--- config.mk ---
export PLATFORM = sky130hd
export DESIGN_NAME = register_dump_sequencer
export DESIGN_NICKNAME = d
export VERILOG_FILES = /design/src/rtl/register_dump_sequencer.sv
export SDC_FILE = /design/constraint.sdc
export NUM_CORES = 1
export LEC_CHECK = 0
export CORE_MARGIN = 10
export CORE_UTILIZATION = 45
export DETAILED_ROUTE_END_ITERATION = 6
export PLACE_DENSITY_LB_ADDON = 0.08
export RECOVER_POWER = 100
export SYNTH_ARGS = -nofsm -noshare
export SYNTH_HDL_FRONTEND = slang
export SYNTH_SLANG_ARGS = --single-unit
--- constraint.sdc ---
create_clock -name clock -period 4.5 [get_ports clock]
set_input_delay 0.9 -clock clock [delete_from_list [all_inputs] [get_ports clock]]
set_output_delay 0.9 -clock clock [all_outputs]
set_load 0.02 [all_outputs]
--- src/rtl/register_dump_sequencer.sv ---
// Streams registers FIRST_REG..FIRST_REG+NUM_REGS-1 MSB-first as 4 bytes each over a valid/ready byte port.
// First byte offered two edges after start, one LOAD bubble per register; SEND stalls while byteReady is low.
module register_dump_sequencer #(
    parameter int NUM_REGS  = 32,
    parameter int FIRST_REG = 0
) (
    input  logic        clock,
    input  logic        reset,
    input  logic        start,
    input  logic        abort,
    input  logic [31:0] regValue,
    input  logic        byteReady,
    output logic [4:0]  addrAsync,
    output logic [7:0]  byteOut,
    output logic        byteValid,
    output logic        busy,
    output logic        done
);

    localparam logic [1:0] IDLE = 2'd0;
    localparam logic [1:0] LOAD = 2'd1;
    localparam logic [1:0] SEND = 2'd2;
    localparam logic [1:0] DONE = 2'd3;

    localparam logic [4:0] FIRST_ADDR = 5'(FIRST_REG);
    localparam logic [4:0] LAST_ADDR  = 5'(FIRST_REG + NUM_REGS - 1);

    logic [1:0]  state;
    logic [31:0] shift_reg;
    logic [1:0]  byte_cnt;

    always_ff @(posedge clock or negedge reset) begin
        if (!reset) begin
            state     <= IDLE;
            addrAsync <= 5'd0;
            shift_reg <= 32'd0;
            byte_cnt  <= 2'd0;
        end else begin
            case (state)
                IDLE: begin
                    // abort is deliberately not looked at here, so start always wins
                    if (start) begin
                        addrAsync <= FIRST_ADDR;
                        byte_cnt  <= 2'd0;
                        state     <= LOAD;
                    end
                end
                LOAD: begin
                    if (abort) begin
                        state <= IDLE;
                    end else begin
                        shift_reg <= regValue;
                        state     <= SEND;
                    end
                end
                SEND: begin
                    if (abort) begin
                        state <= IDLE;
                    end else if (byteReady) begin
                        if (byte_cnt != 2'd3) begin
                            shift_reg <= {shift_reg[23:0], 8'h00};
                            byte_cnt  <= byte_cnt + 2'd1;
                        end else if (addrAsync == LAST_ADDR) begin
                            state <= DONE;
                        end else begin
                            addrAsync <= addrAsync + 5'd1;
                            byte_cnt  <= 2'd0;
                            state     <= LOAD;
                        end
                    end
                end
                DONE: begin
                    state <= IDLE;
                end
                default: begin
                    state <= IDLE;
                end
            endcase
        end
    end

    // Every output is decoded from registered state, so reset clears them without waiting for a clock.
    assign byteOut   = shift_reg[31:24];
    assign byteValid = (state == SEND);
    assign busy      = (state != IDLE);
    assign done      = (state == DONE);

endmodule

==> impl_metrics.env, run 1 <==
export IMPL_setup_ws_ns=1.843
export IMPL_syn_instance_count=157
export IMPL_syn_area_per_cell_um2=13.31
export IMPL_die_h_um=88.14
export IMPL_track_usage_pct=12.14
export IMPL_final_layout_size_suffix_gt1_share_pct=20.30
export IMPL_die_w_um=88.14
export IMPL_max_cap_violations=1
export IMPL_area_growth_synth_to_final_pct=26.71
export IMPL_synth_top_family_by_area="multiplexers"
export IMPL_start_kind="primary input"
export IMPL_crit_chain="dlygate4sd3_1 > nand4bb_2 > a21oi_4 > mux2_2"
export IMPL_cts_htree_levels=2
export IMPL_ioPinCount=53
export IMPL_arrival_ns=2.82
export IMPL_fin_crit_ns=2.657
export IMPL_rows=24
export IMPL_dp_cells=247
export IMPL_synth_area_top_cells="dfrtp_1, mux2_2, mux2_1"
export IMPL_drt_initial_drc_count=51
export IMPL_largest_reg_flops=32
export IMPL_place_congestion=0.7709
export IMPL_synth_top_cell_area_share_pct=49.10
export IMPL_place_ws_ns=1.601
export IMPL_synth_xor_area_share_pct=0
export IMPL_vias=1339
export IMPL_antenna_left=0
export IMPL_drt_total_wl_mm=4.403
export IMPL_violations="capacitance limit, slew limit"
export IMPL_yosysWarnings=0
export IMPL_syn_num_nets=197
export IMPL_netlist_area_um2=2090
export IMPL_cpMaxStageDelayCell="dlygate4sd3_1"
export IMPL_wl_per_cell_um=17.33
export IMPL_synth_edf_count=0
export IMPL_clock_fmax_mhz=376.4
export IMPL_finalSetupTns_ns=0
export IMPL_start_util_pct=47.34
export IMPL_synthMuxAreaShare_pct=26.83
export IMPL_synth_seq_cells=41
export IMPL_ys_flop_type="dfrtp_1"
export IMPL_clkTransAtPathRegs_ns=0.07
export IMPL_coreArea_um2=4414
export IMPL_cp_slowest_stage_delay_ns=0.66
export IMPL_cp_max_fo=24
export IMPL_via_per_inst=5.272
export IMPL_cts_resized=0
export IMPL_cp_end_kind="flip-flop"
export IMPL_antennaDiodeCount=0
export IMPL_synthAdderAreaFrac_pct=1.796
export IMPL_port_buffers=52
export IMPL_synth_async_reset_ratio_pct=100.0
export IMPL_synth_seq_area_share_pct=49.10
export IMPL_ir_drop_uv=292.7
export IMPL_dpl_hpwl_mm=3.318
export IMPL_clockBufferDepth=2
export IMPL_yosys_area_share_simple_pct=7.844
export IMPL_grt_pass1_vias=1524
export IMPL_min_path_type="reg -> reg"
export IMPL_finalHoldViolCount=0
export IMPL_stdcell_count=254
export IMPL_clk_latency_ns=0.28
export IMPL_fill_cells=368
export IMPL_antenna_found_initial=0
export IMPL_first_pass_iters=4
export IMPL_slew_limit_headroom_pct=-41.57
export IMPL_hold_buffers=0
export IMPL_rsz0062_at_grt="no"
export IMPL_final_nets=242
export IMPL_grt_max_degree=42
export IMPL_clock_skew_ns=0.007989
export IMPL_cts_root_buf="clkbuf_8"
export IMPL_cts_setup_buffers=0
export IMPL_synth_distinct_cells=34
export IMPL_synth_commonest_cells="dfrtp_1, mux2_2, mux2_1, buf_4, a22o_1"
export IMPL_numCtsBuffers=5
export IMPL_synth_most_common_cell="dfrtp_1"
export IMPL_grt_pass1_wl_mm=7.521
export IMPL_p_leak_nw=1.124
export IMPL_status="complete, but fails checks"
export IMPL_synth_top_cell_by_area="dfrtp_1"
export IMPL_tightest_slew_ns=2.123
export IMPL_cts_sinks=41
export IMPL_synth_compound_area_share_pct=9.162
export IMPL_dieArea_um2=7769
export IMPL_post_route_period_util_pct=59.04
export IMPL_remaining_drc_errors=0
export IMPL_report_final_slew_viol_count=42
export IMPL_cts_tree="built"
export IMPL_worst_ep_required_time_ns=4.66
export IMPL_p_per_area_nw_per_um2=419.7
export IMPL_criticalPathCategory="in -> reg"
export IMPL_grt_ovfl_total=0
export IMPL_setup_violations=0
[placed cells by master (no fill, tap or decap), drive strengths merged]
cell / instances
buf: 1
a21oi: 3
dfrtp: 41
a32o: 1
a22o: 9
a31oi: 4
nor2: 2
a21o: 1
o21a: 1
dlygate4sd3: 18
clkbuf: 8
nand4b: 1
a211oi: 1
nor2b: 2
a21bo: 1
a211o: 1
or2: 1
clkdlybuf4s50: 33
nand3b: 1
inv: 3
nand2b: 4
o21ai: 1
mux2: 48
nand4bb: 1
and4bb: 1
ha: 3
mux2i: 2
nand3: 2
and2: 1
nand2: 3
and3: 3
[where the power goes]
group / total, mW / switching [mW] / internal [mW]
Clock: 0.232 / 0.110 / 0.122
Combinational: 0.332 / 0.137 / 0.195
Sequential: 0.547 / 0.0618 / 0.486
[per-layer routing]
metal	wire length, um	part of all wire, %	track usage, %	vias to the layer above
met1	1908	43	14.70	651
li1	-	-	-	651
met3	251	5.7	4.828	6
met2	2200	50	19.58	31
met5	0	0	0	-
met4	42	0.95	3.424	0
[layout make-up]
type                            count  area [um^2]  share of cell area [%]
Timing Repair Buffer               53        521.8                   19.71
Tap cell                           52        65.06                   2.457
Inverter                            3        11.26                  0.4253
Multi-Input combinational cell     98        937.1                   35.40
Clock buffer                        7        86.33                   3.261
Sequential cell                    41         1026                   38.75
[metrics by stage]
stage	area, um^2	util, %	hold slack [ns]	total power [mW]
floorplan	2090	-	0.4690	0.8011
global placement	2579	58.42	0.4783	0.8950
detailed placement	2579	58.42	0.4902	0.9099
CTS	2665	60.37	0.5101	1.146
global route	2648	59.98	0.5282	1.189
finish	2648	59.98	0.5051	1.111
[path summary, 6_finish.rpt]
path                                    start       endpoint  slack (ns)  cells past startpoint
worst max-delay path                byteReady  shift_reg[20]        1.84                      4
worst min-delay path            shift_reg[30]  shift_reg[30]        0.51                      1
worst max register to register    byte_cnt[0]  shift_reg[20]        2.30                      4
worst min register to register  shift_reg[30]  shift_reg[30]        0.51                      1
max in group asynchronous               reset   shift_reg[8]        2.05                      1
min in group asynchronous               reset   shift_reg[9]        1.23                      1
[cells by family after synthesis]
| logic type | after synthesis |
|---|---|
| and+or+nand+nor | 22 |
| buffers and inverters | 18 |
| AOI/OAI and AO/OA | 23 |
| adders and majority gates | 3 |
| DFF | 41 |
| muxes | 50 |
[critical path, delay by kind of cell]
kind / cells / cell delay (ns)
simple gates: 1 / 0.18
mux: 1 / 0.41
buf+inv: 1 / 0.66
compound gates: 1 / 0.65
No activity file was read; power rests on OpenSTA's default activity.
==> inputs of run 2 (changes only) <==
--- a/config.mk
+++ b/config.mk
@@ -6,7 +6,7 @@
 export NUM_CORES = 1
 export LEC_CHECK = 0
 export CORE_MARGIN = 10
-export CORE_UTILIZATION = 45
+export CORE_UTILIZATION = 44
 export DETAILED_ROUTE_END_ITERATION = 6
 export PLACE_DENSITY_LB_ADDON = 0.08
 export RECOVER_POWER = 100
==> constraint.sdc (replaced) <==
create_clock -name clock -period 2.4 [get_ports clock]
set_input_delay 0.48 -clock clock [delete_from_list [all_inputs] [get_ports clock]]
set_output_delay 0.48 -clock clock [all_outputs]
set_load 0.02 [all_outputs]
==> run 2 against run 1 <==
The run now ends clean; sequential share of layout area decreased by 0.25 points; core utilization decreased by 2.8 points; non-clock buffer count increased by 3; wire length increased by 0.89%; highest routed layer unchanged; critical path type is now reg -> out; via count increased by 2.5%; critical path depth decreased by 2; power increased by 87%; combinational power increased by 89%; critical endpoint is now busy; setup slack got worse by 1.7 ns; cell count increased by 2.4%.
==> impl_metrics.env, run 2 (synthesis gave the netlist of run 1 again) <==
export IMPL_status="finished, final reports clean"
export IMPL_p_leak_nw=1.143
export IMPL_finalHoldViolCount=0
export IMPL_crit_buf_inv=1
export IMPL_final_seq_area_um2=1026
export IMPL_drt_total_wl_mm=4.442
export IMPL_slew_limit_headroom_pct=34.04
export IMPL_dieArea_um2=7905
export IMPL_track_usage_pct=12.18
export IMPL_wl_per_cell_um=17.08
export IMPL_worst_ep_required_time_ns=1.92
export IMPL_area_growth_synth_to_final_pct=27.55
export IMPL_crit_chain="or2_2 > dlygate4sd3_1"
export IMPL_rr_endpoint="shift_reg[19]"
export IMPL_antenna_left=0
export IMPL_first_pass_iters=4
export IMPL_fin_util_pct=57.18
export IMPL_cp_end_kind="output pin"
export IMPL_fin_crit_ns=2.234
export IMPL_startpoint="state[0]"
export IMPL_vias=1373
export IMPL_p_per_area_nw_per_um2=779.2
export IMPL_hold_buffers=0
export IMPL_clock_fmax_mhz=447.6
export IMPL_post_route_period_util_pct=93.08
export IMPL_grt_ovfl_total=0
export IMPL_rrSetupSlack_ns=0.24
export IMPL_report_final_slew_viol_count=0
export IMPL_swShare_pct=28.72
export IMPL_die_w_um=88.91
export IMPL_ir_drop_uv=507.3
export IMPL_criticalPathCategory="reg -> out"
export IMPL_cts_tree="built"
export IMPL_antennaDiodeCount=0
export IMPL_seq_power_share_pct=49.4
export IMPL_rsz0062_at_grt="no"
export IMPL_drt_initial_drc_count=83
export IMPL_tightest_slew_ns=0.9895
export IMPL_place_congestion=0.8013
export IMPL_largest_reg_flops=32
export IMPL_combPwrFrac_pct=30.2
export IMPL_clock_skew_ns=0.004811
export IMPL_final_nets=245
export IMPL_final_common_cell="dfrtp_1"
export IMPL_grt_pass1_vias=1520
export IMPL_arrival_ns=1.75
export IMPL_via_per_inst=5.281
export IMPL_numCtsBuffers=5
export IMPL_clk_latency_ns=0.29
export IMPL_p_sw_mw=0.5964
export IMPL_grt_pass1_wl_mm=7.465
export IMPL_multi_input_area_um2=937.1
export IMPL_cpMaxStageDelayCell="dlygate4sd3_1"
export IMPL_cp_max_fo=9
export IMPL_final_layout_size_suffix_gt1_share_pct=22.33
export IMPL_coreArea_um2=4661
export IMPL_remaining_drc_errors=0
export IMPL_fill_cells=395
export IMPL_setup_violations=0
export IMPL_cp_top_family="buffers and inverters"
export IMPL_die_h_um=88.91
export IMPL_p_clk_share_pct=20.5
export IMPL_cts_htree_levels=2
export IMPL_clockBufferDepth=2
export IMPL_start_util_pct=44.83
export IMPL_port_buffers=52
export IMPL_final_cell_mix="dfrtp_1, clkdlybuf4s50_1, mux2_2, mux2_1, dlygate4sd3_1"
export IMPL_cts_resized=0
export IMPL_cts_setup_buffers=0
export IMPL_r2r_cells=5
export IMPL_rows=25
export IMPL_min_path_type="in -> async"
export IMPL_p_int_mw=1.480
export IMPL_place_ws_ns=0.2663
export IMPL_antenna_found_initial=0
export IMPL_cp_slowest_stage_delay_ns=0.65
export IMPL_setup_ws_ns=0.1661
export IMPL_cts_sinks=41
export IMPL_holdWs_ns=0.4335
export IMPL_cts_root_buf="clkbuf_8"
export IMPL_reg2reg_from="byte_cnt[0]"
export IMPL_dpl_hpwl_mm=3.377
export IMPL_grt_max_degree=42
export IMPL_max_cap_violations=0
export IMPL_ioPinCount=53
export IMPL_finalSetupTns_ns=0
export IMPL_start_kind="flip-flop"
export IMPL_clkTransAtPathRegs_ns=0.07
run 2: worst max path at each step:
stage	endpoint	slack (ns)	cells past startpoint
after floorplan	addrAsync[1]	0.53	6
after global placement	shift_reg[13]	0.32	5
after detailed placement	shift_reg[15]	0.27	5
after CTS	byteValid	0.21	2
after global routing	shift_reg[26]	0.10	5
final	busy	0.17	2
run 2: power by group through the flow:
stage / clock [mW] / combinational [mW] / sequential [mW]
final: 0.425 / 0.626 / 1.03
after global routing: 0.475 / 0.684 / 1.06
after CTS: 0.444 / 0.677 / 1.04
after detailed placement: 0 / 0.674 / 1.05
after global placement: 0 / 0.653 / 1.04
after floorplan: 0 / 0.500 / 1.00
run 2: per-stage QoR:
step                      std cells  power (mW)  cell area, um^2
after floorplan                 157       1.502             2090
after global placement          252       1.691             2616
after detailed placement        252       1.720             2616
after CTS                       260       2.156             2699
after global routing            260       2.216             2665
final                           260       2.077             2665
run 2: layout make-up:
type                            instances  area share [%]
Sequential cell                        41           38.50
Multi-Input combinational cell         98           35.16
Timing Repair Buffer                   56           20.28
Clock buffer                            6           2.723
Tap cell                               54           2.535
Inverter                                3          0.4225
Clock inverter                          2          0.3756
run 2: metal layers:
metal | vias to the layer above | routed length [um] | GRT usage, %
met5 | - | 0 | 0
met4 | 0 | 68 | 4.552
met3 | 7 | 360 | 5.014
met2 | 37 | 2132 | 19.35
met1 | 668 | 1880 | 14.40
li1 | 661 | - | -
==> inputs of run 3 (changes only) <==
--- a/config.mk
+++ b/config.mk
@@ -10,6 +10,7 @@
 export DETAILED_ROUTE_END_ITERATION = 6
 export PLACE_DENSITY_LB_ADDON = 0.08
 export RECOVER_POWER = 100
+export SKIP_CTS_REPAIR_TIMING = 1
 export SYNTH_ARGS = -nofsm -noshare
 export SYNTH_HDL_FRONTEND = slang
 export SYNTH_SLANG_ARGS = --single-unit
==> results of run 3 <==
The final DEF is identical to that of run 2; final timing and power are the same.
